### src/rtl/acquire_readout_sequencer.sv
// Acquisition/readout sequencer: arms the acquisition controller, waits out the write window,
// then streams NR_LINES bytes from the sample RAM to the USB TX path. Option: READOUT_CHECKSUM_EN.
module acquire_readout_sequencer #(
  parameter int unsigned LOG_NR_LINES = 10,
  parameter int unsigned NR_LINES     = 1024,
  parameter int unsigned ARM_CYCLES   = 4,
  parameter int unsigned ACQ_CYCLES   = 1040,
  parameter int unsigned RD_LATENCY   = 2
) (
  input  logic                    CLOCK_50,
  input  logic                    reset,
  input  logic                    start,
  input  logic                    abort,
  output logic                    acquire_signal,
  output logic [LOG_NR_LINES-1:0] ram_rd_address,
  output logic                    rd_strobe,
  input  logic [7:0]              send_byte,
  output logic [7:0]              tx_data,
  output logic                    tx_valid,
  input  logic                    tx_ready,
  output logic                    busy,
  output logic                    done
);

  localparam int unsigned CNT_MAX0 = (ACQ_CYCLES > ARM_CYCLES) ? ACQ_CYCLES : ARM_CYCLES;
  localparam int unsigned CNT_MAX  = (CNT_MAX0 > RD_LATENCY) ? CNT_MAX0 : RD_LATENCY;
  localparam int unsigned CNT_W    = (CNT_MAX > 1) ? $clog2(CNT_MAX) : 1;
  localparam logic [LOG_NR_LINES-1:0] LAST_ADDR = LOG_NR_LINES'(NR_LINES - 1);

  typedef enum logic [2:0] {
    S_IDLE, S_ARM, S_WAIT_ACQ, S_READ, S_LAT, S_SEND, S_CKSUM, S_DONE
  } state_t;

  state_t                  state, state_n;
  logic [CNT_W-1:0]        cnt, cnt_n;
  logic [LOG_NR_LINES-1:0] addr_n;
  logic [7:0]              tx_data_n;
  logic                    tx_valid_n;
`ifdef READOUT_CHECKSUM_EN
  logic [7:0]              sum, sum_n;
`endif

  // Next-state and next-register values; abort overrides every state.
  always_comb begin
    state_n    = state;
    cnt_n      = cnt;
    addr_n     = ram_rd_address;
    tx_data_n  = tx_data;
    tx_valid_n = tx_valid;
`ifdef READOUT_CHECKSUM_EN
    sum_n      = sum;
`endif
    case (state)
      S_IDLE: begin
        if (start) begin
          state_n = S_ARM;
          cnt_n   = CNT_W'(ARM_CYCLES - 1);
        end
      end
      S_ARM: begin
        if (cnt == '0) begin
          state_n = S_WAIT_ACQ;
          cnt_n   = CNT_W'(ACQ_CYCLES - 1);
        end else begin
          cnt_n = cnt - CNT_W'(1);
        end
      end
      S_WAIT_ACQ: begin
        if (cnt == '0) begin
          state_n = S_READ;
          addr_n  = '0;
`ifdef READOUT_CHECKSUM_EN
          sum_n   = '0;
`endif
        end else begin
          cnt_n = cnt - CNT_W'(1);
        end
      end
      S_READ: begin
        state_n = S_LAT;
        cnt_n   = CNT_W'(RD_LATENCY - 1);
      end
      S_LAT: begin
        if (cnt == '0) begin
          state_n    = S_SEND;
          tx_data_n  = send_byte;
          tx_valid_n = 1'b1;
        end else begin
          cnt_n = cnt - CNT_W'(1);
        end
      end
      S_SEND: begin
        if (tx_ready) begin
          tx_valid_n = 1'b0;
`ifdef READOUT_CHECKSUM_EN
          sum_n      = sum + tx_data;
`endif
          if (ram_rd_address == LAST_ADDR) begin
`ifdef READOUT_CHECKSUM_EN
            // Checksum byte follows the last data byte with no idle gap.
            state_n    = S_CKSUM;
            tx_data_n  = sum + tx_data;
            tx_valid_n = 1'b1;
`else
            state_n    = S_DONE;
`endif
          end else begin
            addr_n  = ram_rd_address + LOG_NR_LINES'(1);
            state_n = S_READ;
          end
        end
      end
`ifdef READOUT_CHECKSUM_EN
      S_CKSUM: begin
        if (tx_ready) begin
          tx_valid_n = 1'b0;
          state_n    = S_DONE;
        end
      end
`endif
      S_DONE: begin
        state_n = S_IDLE;
        addr_n  = '0;
      end
      default: state_n = S_IDLE;
    endcase

    if (abort) begin
      state_n    = S_IDLE;
      cnt_n      = '0;
      addr_n     = '0;
      tx_valid_n = 1'b0;
    end
  end

  // State and output registers; strobes are decoded from the next state so they align with it.
  always_ff @(posedge CLOCK_50) begin
    if (reset) begin
      state          <= S_IDLE;
      cnt            <= '0;
      ram_rd_address <= '0;
      tx_data        <= '0;
      tx_valid       <= 1'b0;
      acquire_signal <= 1'b0;
      rd_strobe      <= 1'b0;
      busy           <= 1'b0;
      done           <= 1'b0;
`ifdef READOUT_CHECKSUM_EN
      sum            <= '0;
`endif
    end else begin
      state          <= state_n;
      cnt            <= cnt_n;
      ram_rd_address <= addr_n;
      tx_data        <= tx_data_n;
      tx_valid       <= tx_valid_n;
      acquire_signal <= (state_n == S_ARM);
      rd_strobe      <= (state_n == S_READ);
      busy           <= (state_n != S_IDLE);
      done           <= (state_n == S_DONE);
`ifdef READOUT_CHECKSUM_EN
      sum            <= sum_n;
`endif
    end
  end

endmodule
### config.mk
export PLATFORM = sky130hd
export DESIGN_NAME = acquire_readout_sequencer
export DESIGN_NICKNAME = d
export VERILOG_FILES = /design/src/rtl/acquire_readout_sequencer.sv
export SDC_FILE = /design/constraint.sdc
export NUM_CORES = 1
export LEC_CHECK = 0
export ABC_CLOCK_PERIOD_IN_PS = 5900
export CAP_MARGIN = 40
export CELL_PAD_IN_SITES_DETAIL_PLACEMENT = 1
export CELL_PAD_IN_SITES_GLOBAL_PLACEMENT = 1
export CORE_ASPECT_RATIO = 0.75
export CORE_MARGIN = 4
export CORE_UTILIZATION = 42
export CTS_BUF_LIST = sky130_fd_sc_hd__clkbuf_2 sky130_fd_sc_hd__clkbuf_4 sky130_fd_sc_hd__clkbuf_8
export CTS_CLUSTER_SIZE = 14
export DETAILED_ROUTE_END_ITERATION = 7
export GPL_ROUTABILITY_DRIVEN = 1
export PLACE_DENSITY = 0.94
export SYNTH_ARGS = -nofsm -noshare
export SYNTH_HDL_FRONTEND = slang
export SYNTH_SLANG_ARGS = --single-unit
### constraint.sdc
create_clock -name CLOCK_50 -period 5.9 [get_ports CLOCK_50]
set_clock_uncertainty 0.1 [all_clocks]
set_input_delay 0.885 -clock CLOCK_50 [delete_from_list [all_inputs] [get_ports CLOCK_50]]
set_output_delay 0.885 -clock CLOCK_50 [all_outputs]
set_load 0.005 [all_outputs]
==> results of run 1 <==
-- through the flow --
stage          hold slack (ns)  utilization
4_1_cts                  0.359        0.560
2_1_floorplan            0.348            -
6_report                 0.356        0.560
5_1_grt                  0.383        0.560
3_3_place_gp             0.338        0.532
3_5_place_dp             0.348        0.532
-- logic make-up (layout without fill, tap and decap cells) --
group,count (synthesis),in the layout,synth area share
multiplexers,2,2,0.0109
buffers and inverters,18,49,0.0463
flip-flops,37,37,0.403
AO/OA/AOI/OAI,71,71,0.240
adder cells (fa/ha/maj),2,2,0.0136
AND/OR/NAND/NOR,100,100,0.282
XOR/XNOR,1,1,0.00476
-- power breakdown --
group / switching, mW / total [mW] / internal [mW] / leakage [nW]
Combinational: 0.0397 / 0.0697 / 0.0300 / 0.423
Clock: 0.0960 / 0.222 / 0.126 / 0.0543
Sequential: 0.00525 / 0.259 / 0.254 / 0.299
-- layout make-up --
class / instances / area, um2 / area share
flip-flops and latches: 37 / 741 / 0.321
well taps: 55 / 68.8 / 0.0298
clock inverters: 3 / 46.3 / 0.0200
inverters: 6 / 22.5 / 0.00975
clock buffers: 5 / 68.8 / 0.0298
repair buffers: 35 / 350 / 0.152
multi-input cells: 176 / 1010 / 0.439
-- worst paths after layout --
check	from	end	slack (ns)	cells after the start
min	tx_data[4]	tx_data[4]	0.36	2
max	reset	rd_strobe	3.37	4
max reg2reg	cnt[6]	acquire_signal	3.41	5
min reg2reg	tx_data[4]	tx_data[4]	0.36	2
-- layer usage --
layer  vias up  wire [um]
met3         5        441
met5         -          0
met2        66       2460
met4         0         34
met1       909       2680
li1        893          -
-- flip-flops by register name (all words and copies together), names as in the netlist, 3 cells and up --
name,cells
ram_rd_address,10
tx_data,8
cnt,11
state,3
-- layout by cell type, fill, tap and decap left out, types with 6 or more instances in the layout --
cell type                          n
sky130_fd_sc_hd__nand3_1           7
sky130_fd_sc_hd__nor3_1           11
sky130_fd_sc_hd__or3_1             6
sky130_fd_sc_hd__nand2_1          34
sky130_fd_sc_hd__nor2_1           16
sky130_fd_sc_hd__dfxtp_1          37
sky130_fd_sc_hd__o21ai_1           6
sky130_fd_sc_hd__clkdlybuf4s50_1  35
sky130_fd_sc_hd__a21oi_1          25
sky130_fd_sc_hd__o21ai_0          12
sky130_fd_sc_hd__inv_1             6
-- worst max-delay path, stage by stage --
cell and delay, ns:
sky130_fd_sc_hd__clkdlybuf4s50_1 0.58, sky130_fd_sc_hd__nor2_1 0.68, sky130_fd_sc_hd__nand2_1 0.25, sky130_fd_sc_hd__nor3_1 0.24
==> results.txt, run 1 <==
The run finished with clean final reports. The die is 65.3 um tall. Via count of the first global-routing pass: 1,803. The worst setup path is launched from a primary input. The residual antenna-violating net count after detailed routing is 0, and the post-synthesis cell type count is 47. The logs give 2310 um2 for the post-route standard cell area excluding fillers and 317 for the number of cells in the finished layout apart from fillers.

The largest total area in the synthesized netlist belongs to sky130_fd_sc_hd__dfxtp_1. The power per cell area was 238 nW/um2. The vias after detailed routing came out at 1,873. The layout cell share with drive strength beyond 1 was 0.0611.

The weighted congestion reported at the end of routability-driven placement was 0.818; the average footprint of a synthesized cell was 7.96 um2. The final total negative setup slack came out at 0 ns. VDD sags by at most 141 uV. Total iterations of the first detailed-routing run: 4. Leading register cell type out of synthesis: sky130_fd_sc_hd__dfxtp_1.

The initial antenna violation count was 0. By instance count, the leading cell after synthesis is sky130_fd_sc_hd__dfxtp_1. The worst min-delay path category is flop to flop. At the placement stage, the worst setup path has a slack of 3.06 ns. The run gives 0 as the number of failing hold endpoints at the final stage. The site row count is 20, and the antenna diode count is 0. CTS clock-pin slew for the worst setup and hold paths: 0.08 ns. The count of state elements after synthesis came out at 37.

The post-synthesis async set-or-reset flop share was 0. The synthesized netlist occupies a cell area of 1840 um2. The logs give 6.01 ns for the data required time at the worst endpoint and 2 for the maximum buffer depth of the clock tree. Setup slack closes at 3.37 ns. The remaining max-slew budget at the tightest pin is 0.470, and the detailed-placement wirelength estimate is 4.08 mm. The tool flagged a number of max-cap violations equal to 0. After floorplanning, the core was sized to cover 4130 um2. In this run, synthesis inferred 0 flip-flops with an integrated enable. Met3 usage in global routing: 0.0514.

Clock tree synthesis selected as its root buffer the cell sky130_fd_sc_hd__clkbuf_8. For the worst-skew pair, the clock arrives at the later sink with an insertion delay of 0.29 ns. Setup repair after global routing left no endpoint under its margin. Share of the synthesized area in the top cell type: 0.403. In the final routed layout, each cell accounts on average for 17.7 um. The max-slew violation total from the final report was 0. The critical path in this run is classified as primary input to flop. The number of instances in the synthesized netlist is 231. The number of clock sinks seen by CTS is 37, and the count of instances resized after the clock tree is built is 0. After layout, the design draws a total of 551 uW. The average via count per standard cell works out to 5.91. The post-detailed-routing wire length is 5.62 mm.

The tools report the overflow left after global routing as 0. The portion of the post-synthesis area used by sequential elements came out at 0.403. The number of filler cells placed in the layout was 505.

The number of DRC markers after the initial detailed-route iteration is 101. Sorting the synthesized cells by how often they occur yields sky130_fd_sc_hd__dfxtp_1 (37), sky130_fd_sc_hd__nand2_1 (34), sky130_fd_sc_hd__a21oi_1 (25). The die span in x works out to 84.4 um.

For the global routing met1 resource utilization, the log shows 0.295. Sorting the synthesized cells by area gives the leading types as sky130_fd_sc_hd__dfxtp_1 (40%), sky130_fd_sc_hd__nand2_1 (6.9%), sky130_fd_sc_hd__a21oi_1 (6.8%). The global routing met2 resource utilization is 0.333, and the final setup violation count is 0. For the worst setup path, the data arrival time is 2.64 ns. Entering global routing, the biggest net connects 18 pins. Upper clock frequency limit: 395 MHz.

The first global-routing pass estimated 9.28 mm of wire. The final layout contains 276 nets. TritonCTS created 5 clock buffers. The run gives 0 as the final routed DRC violation total. The tools report the total global-route track usage as 0.212. The leakage power is 0.777 nW, and the maximum fanout along the worst path is 11. The synthesized net count came out at 246. In this run, post-CTS hold repair placed 0 buffers. The count of boundary I/O pins was 36; the area growth from synthesis to layout was 25.6%.

The clock period could shrink to 2.53 ns. For the depth of the CTS H-tree, the log shows 2. Number of I/O port buffers: 35. TritonCTS built the clock tree. For this run, the number of Yosys warnings is 0. The most utilized layer in the global route result was met2. Share of the clock period used by the worst path: 0.429.

The cell area after placement was 2200 um2. The slew at the pin closest to its max-slew limit came out at 0.792 ns. Initial cell density of the core: 0.445. Buffers added to address setup during post-CTS repair amount to 0. The cell count after placement came out at 309. The die covers 5510 um2. STA classifies the critical path endpoint as a flop.
(Power assumes the default switching activity.)
==> run 2, diff against run 1 <==
--- a/config.mk
+++ b/config.mk
@@ -5,18 +5,18 @@
 export SDC_FILE = /design/constraint.sdc
 export NUM_CORES = 1
 export LEC_CHECK = 0
-export ABC_CLOCK_PERIOD_IN_PS = 5900
+export ABC_CLOCK_PERIOD_IN_PS = 2580
 export CAP_MARGIN = 40
 export CELL_PAD_IN_SITES_DETAIL_PLACEMENT = 1
 export CELL_PAD_IN_SITES_GLOBAL_PLACEMENT = 1
 export CORE_ASPECT_RATIO = 0.75
 export CORE_MARGIN = 4
-export CORE_UTILIZATION = 42
+export CORE_UTILIZATION = 39
 export CTS_BUF_LIST = sky130_fd_sc_hd__clkbuf_2 sky130_fd_sc_hd__clkbuf_4 sky130_fd_sc_hd__clkbuf_8
 export CTS_CLUSTER_SIZE = 14
 export DETAILED_ROUTE_END_ITERATION = 7
 export GPL_ROUTABILITY_DRIVEN = 1
-export PLACE_DENSITY = 0.94
+export PLACE_DENSITY = 0.89
 export SYNTH_ARGS = -nofsm -noshare
 export SYNTH_HDL_FRONTEND = slang
 export SYNTH_SLANG_ARGS = --single-unit
==> constraint.sdc (replaced) <==
create_clock -name CLOCK_50 -period 2.58 [get_ports CLOCK_50]
set_clock_uncertainty 0.1 [all_clocks]
set_input_delay 0.387 -clock CLOCK_50 [delete_from_list [all_inputs] [get_ports CLOCK_50]]
set_output_delay 0.387 -clock CLOCK_50 [all_outputs]
set_load 0.005 [all_outputs]
==> run 2 against run 1 <==
Die area increased by 6.8%; clock-buffer cell count increased by 1; flip-flop and latch count unchanged; critical path depth increased by 1; sequential power increased by 130%; clock power increased by 140%; via count decreased by 2.0%; global-route usage decreased by 1.5 points.
==> results.txt, run 2 (synthesis gave the netlist of run 1 again) <==
The logs give 0 for the final setup violation count and 0 for the residual antenna-violating net count after detailed routing. Overflow left after global routing: 0. In the layout the commonest cells are sky130_fd_sc_hd__dfxtp_1 (37), sky130_fd_sc_hd__clkdlybuf4s50_1 (35), sky130_fd_sc_hd__nand2_1 (34). For the first-pass GRT wire length, the log shows 8.91 mm.

The post-detailed-routing wire length was 5.38 mm; the upper clock frequency limit was 433 MHz. The logs give 37 for the number of clock sinks seen by CTS and 0 for the max-slew violation total from the final report. The tools report the combinational share of power as 0.129. For this design, the CTS-stage hold fixing added 0 buffers.

In this run, the number of DRC markers left after iteration 0 of detailed routing was 89. The register ranked first by flip-flop count was cnt. Slew at the pin closest to its max-slew limit: 0.563 ns. At the worst endpoint, the arrival time is 2.42 ns. The total iterations of the first detailed-routing run is 4, and the depth of the CTS H-tree is 2. Slack of the critical path: 0.271 ns. The tools report the initial cell density of the core as 0.407. The wire length per cell after detailed routing was 16.6 um; the overall die height was 67.5 um. The number of I/O port buffers was 35; the average via count per standard cell was 5.65.

Final hold analysis gives a worst-case slack of 0.357 ns. The tools report the worst voltage drop across the vdd grid as 299 uV. The number of gates resized after CTS was 0.

After clock tree synthesis, the clock-pin slew on the worst setup and hold paths is 0.08 ns. Max-cap violations in this run came to 0. The largest registers in the layout are cnt (11), ram_rd_address (10), tx_data (8).

The proportion of power drawn by flip-flops and latches is 0.456, and the layout cell share with drive strength beyond 1 is 0.0821. The largest individual stage delay along the critical path comes from the cell sky130_fd_sc_hd__nor3_1. Walking the worst path, the cells encountered are ha_1, nand3_1, nor3_1, o21ai_2, a311oi_1. The critical path is of the flop to flop type. The delay of the slowest cell on the worst path is 0.57 ns, and the flip-flop count of the largest register, all copies and words added is 11. For the finished layout, the period the worst path requires is 2.31 ns.

The commonest non-fill, non-tap cell in the layout was sky130_fd_sc_hd__dfxtp_1. The run gives 4520 um2 as the core outline area. The run gives 1,802 as the via count of the first global-routing pass. In the final timing run, aggregate negative setup slack is 0 ns.

For the data required time at the worst endpoint, the log shows 2.69 ns. For the remaining max-slew budget at the tightest pin, the log shows 0.622. Family with the most delay on the worst path: simple AND/OR/NAND/NOR gates. The run gives 0 as the final routed DRC violation total.

Count of boundary I/O pins: 36. Dividing total power by cell area gives a power density of 549 nW/um2. Routability-driven placement finished with a final weighted congestion of 0.831. The detailed-placement wirelength estimate is 4.04 mm, and the leakage power is 0.810 nW. The logs give 0.415 for the power share of the clock group and 0 for the number of failing hold endpoints at the final stage. The worst min-delay path category is flop to flop.

Clock tree synthesis selected as its root buffer the cell sky130_fd_sc_hd__clkbuf_8. 0 antenna diodes ended up in the layout. The insertion delay to the later sink of the worst-skew pair was 0.30 ns.

The kind of end point of the critical path was a flop. The post-CTS setup repair buffer count was 0; the final-stage net count was 282. The total global-route track usage was 0.196.

The switching share of power is 0.251. Of all nets on the critical path, the largest fanout is 10. For the worst-case setup slack after placement, the log shows 0.287 ns.

Setup repair after global routing left no endpoint under its margin. Die span in x: 87.3 um. No sink is reached through more buffers than the 2 on the longest clock path. The run gives 0 as the initial antenna violation count.

Entering global routing, the biggest net connects 17 pins. The site row count was 21. The worst setup path is launched from a flop.

The switching power of the nets is 326 uW, and the die area is 5890 um2. In this run, CTS created clock tree buffers numbering 5. TritonCTS built the clock tree. Detailed routing inserted a total of 1,835 vias. The area growth from synthesis to layout works out to 28.5%.

The flow ran to the end, and the final reports show no timing, DRC or antenna violations. The internal portion of the total power is 972 uW. Total power for the finished layout comes to 1.30 mW. The number of buffers and inverters on the critical path is 0. The share of the clock period used by the worst path was 0.895.
## run 2: path summary, 6_finish.rpt
path,startpoint,slack (ns),end,depth (start not counted)
max reg2reg,ram_rd_address[0],0.27,ram_rd_address[7],5
min,tx_data[0],0.36,tx_data[0],2
min reg2reg,tx_data[0],0.36,tx_data[0],2
max,ram_rd_address[0],0.27,ram_rd_address[7],5
## run 2: layout make-up
class                      instances  area (um2)
fill                             564        2160
multi-input combinational        176        1010
sequential                        37         741
timing repair buffer              41         395
clock buffer                       6        82.6
tap                               57        71.3
clock inverter                     2        37.5
inverter                           6        22.5
## run 2: power by group through the flow
stage | clock network, mW | logic, mW | registers [mW]
floorplan | 0 | 0.116 | 0.600
global placement | 0 | 0.161 | 0.604
detailed placement | 0 | 0.166 | 0.605
CTS | 0.547 | 0.167 | 0.592
global route | 0.562 | 0.184 | 0.594
finish | 0.538 | 0.168 | 0.592
## run 2: worst reg2reg max path: cells and delay by family (launching register included)
family / cells / cell delay [ns]
and+or+nand+nor: 2 / 0.83
AOI/OAI and AO/OA: 2 / 0.60
DFF: 1 / 0.48
adders and majority gates: 1 / 0.22
## run 2: stage by stage
stage                      util  cells  area (um2)
after global routing      0.523    325        2360
after CTS                 0.523    325        2360
after floorplan               -    231        1840
after global placement    0.496    317        2240
final                     0.523    325        2360
after detailed placement  0.496    317        2240
## run 2: metal layers
| layer | global-route usage | up-vias | part of all wire |
|---|---|---|---|
| met3 | 0.0512 | 5 | 0.070 |
| li1 | - | 904 | - |
| met5 | 0 | - | 0 |
| met2 | 0.286 | 52 | 0.41 |
| met1 | 0.286 | 874 | 0.50 |
| met4 | 0.0517 | 0 | 0.012 |
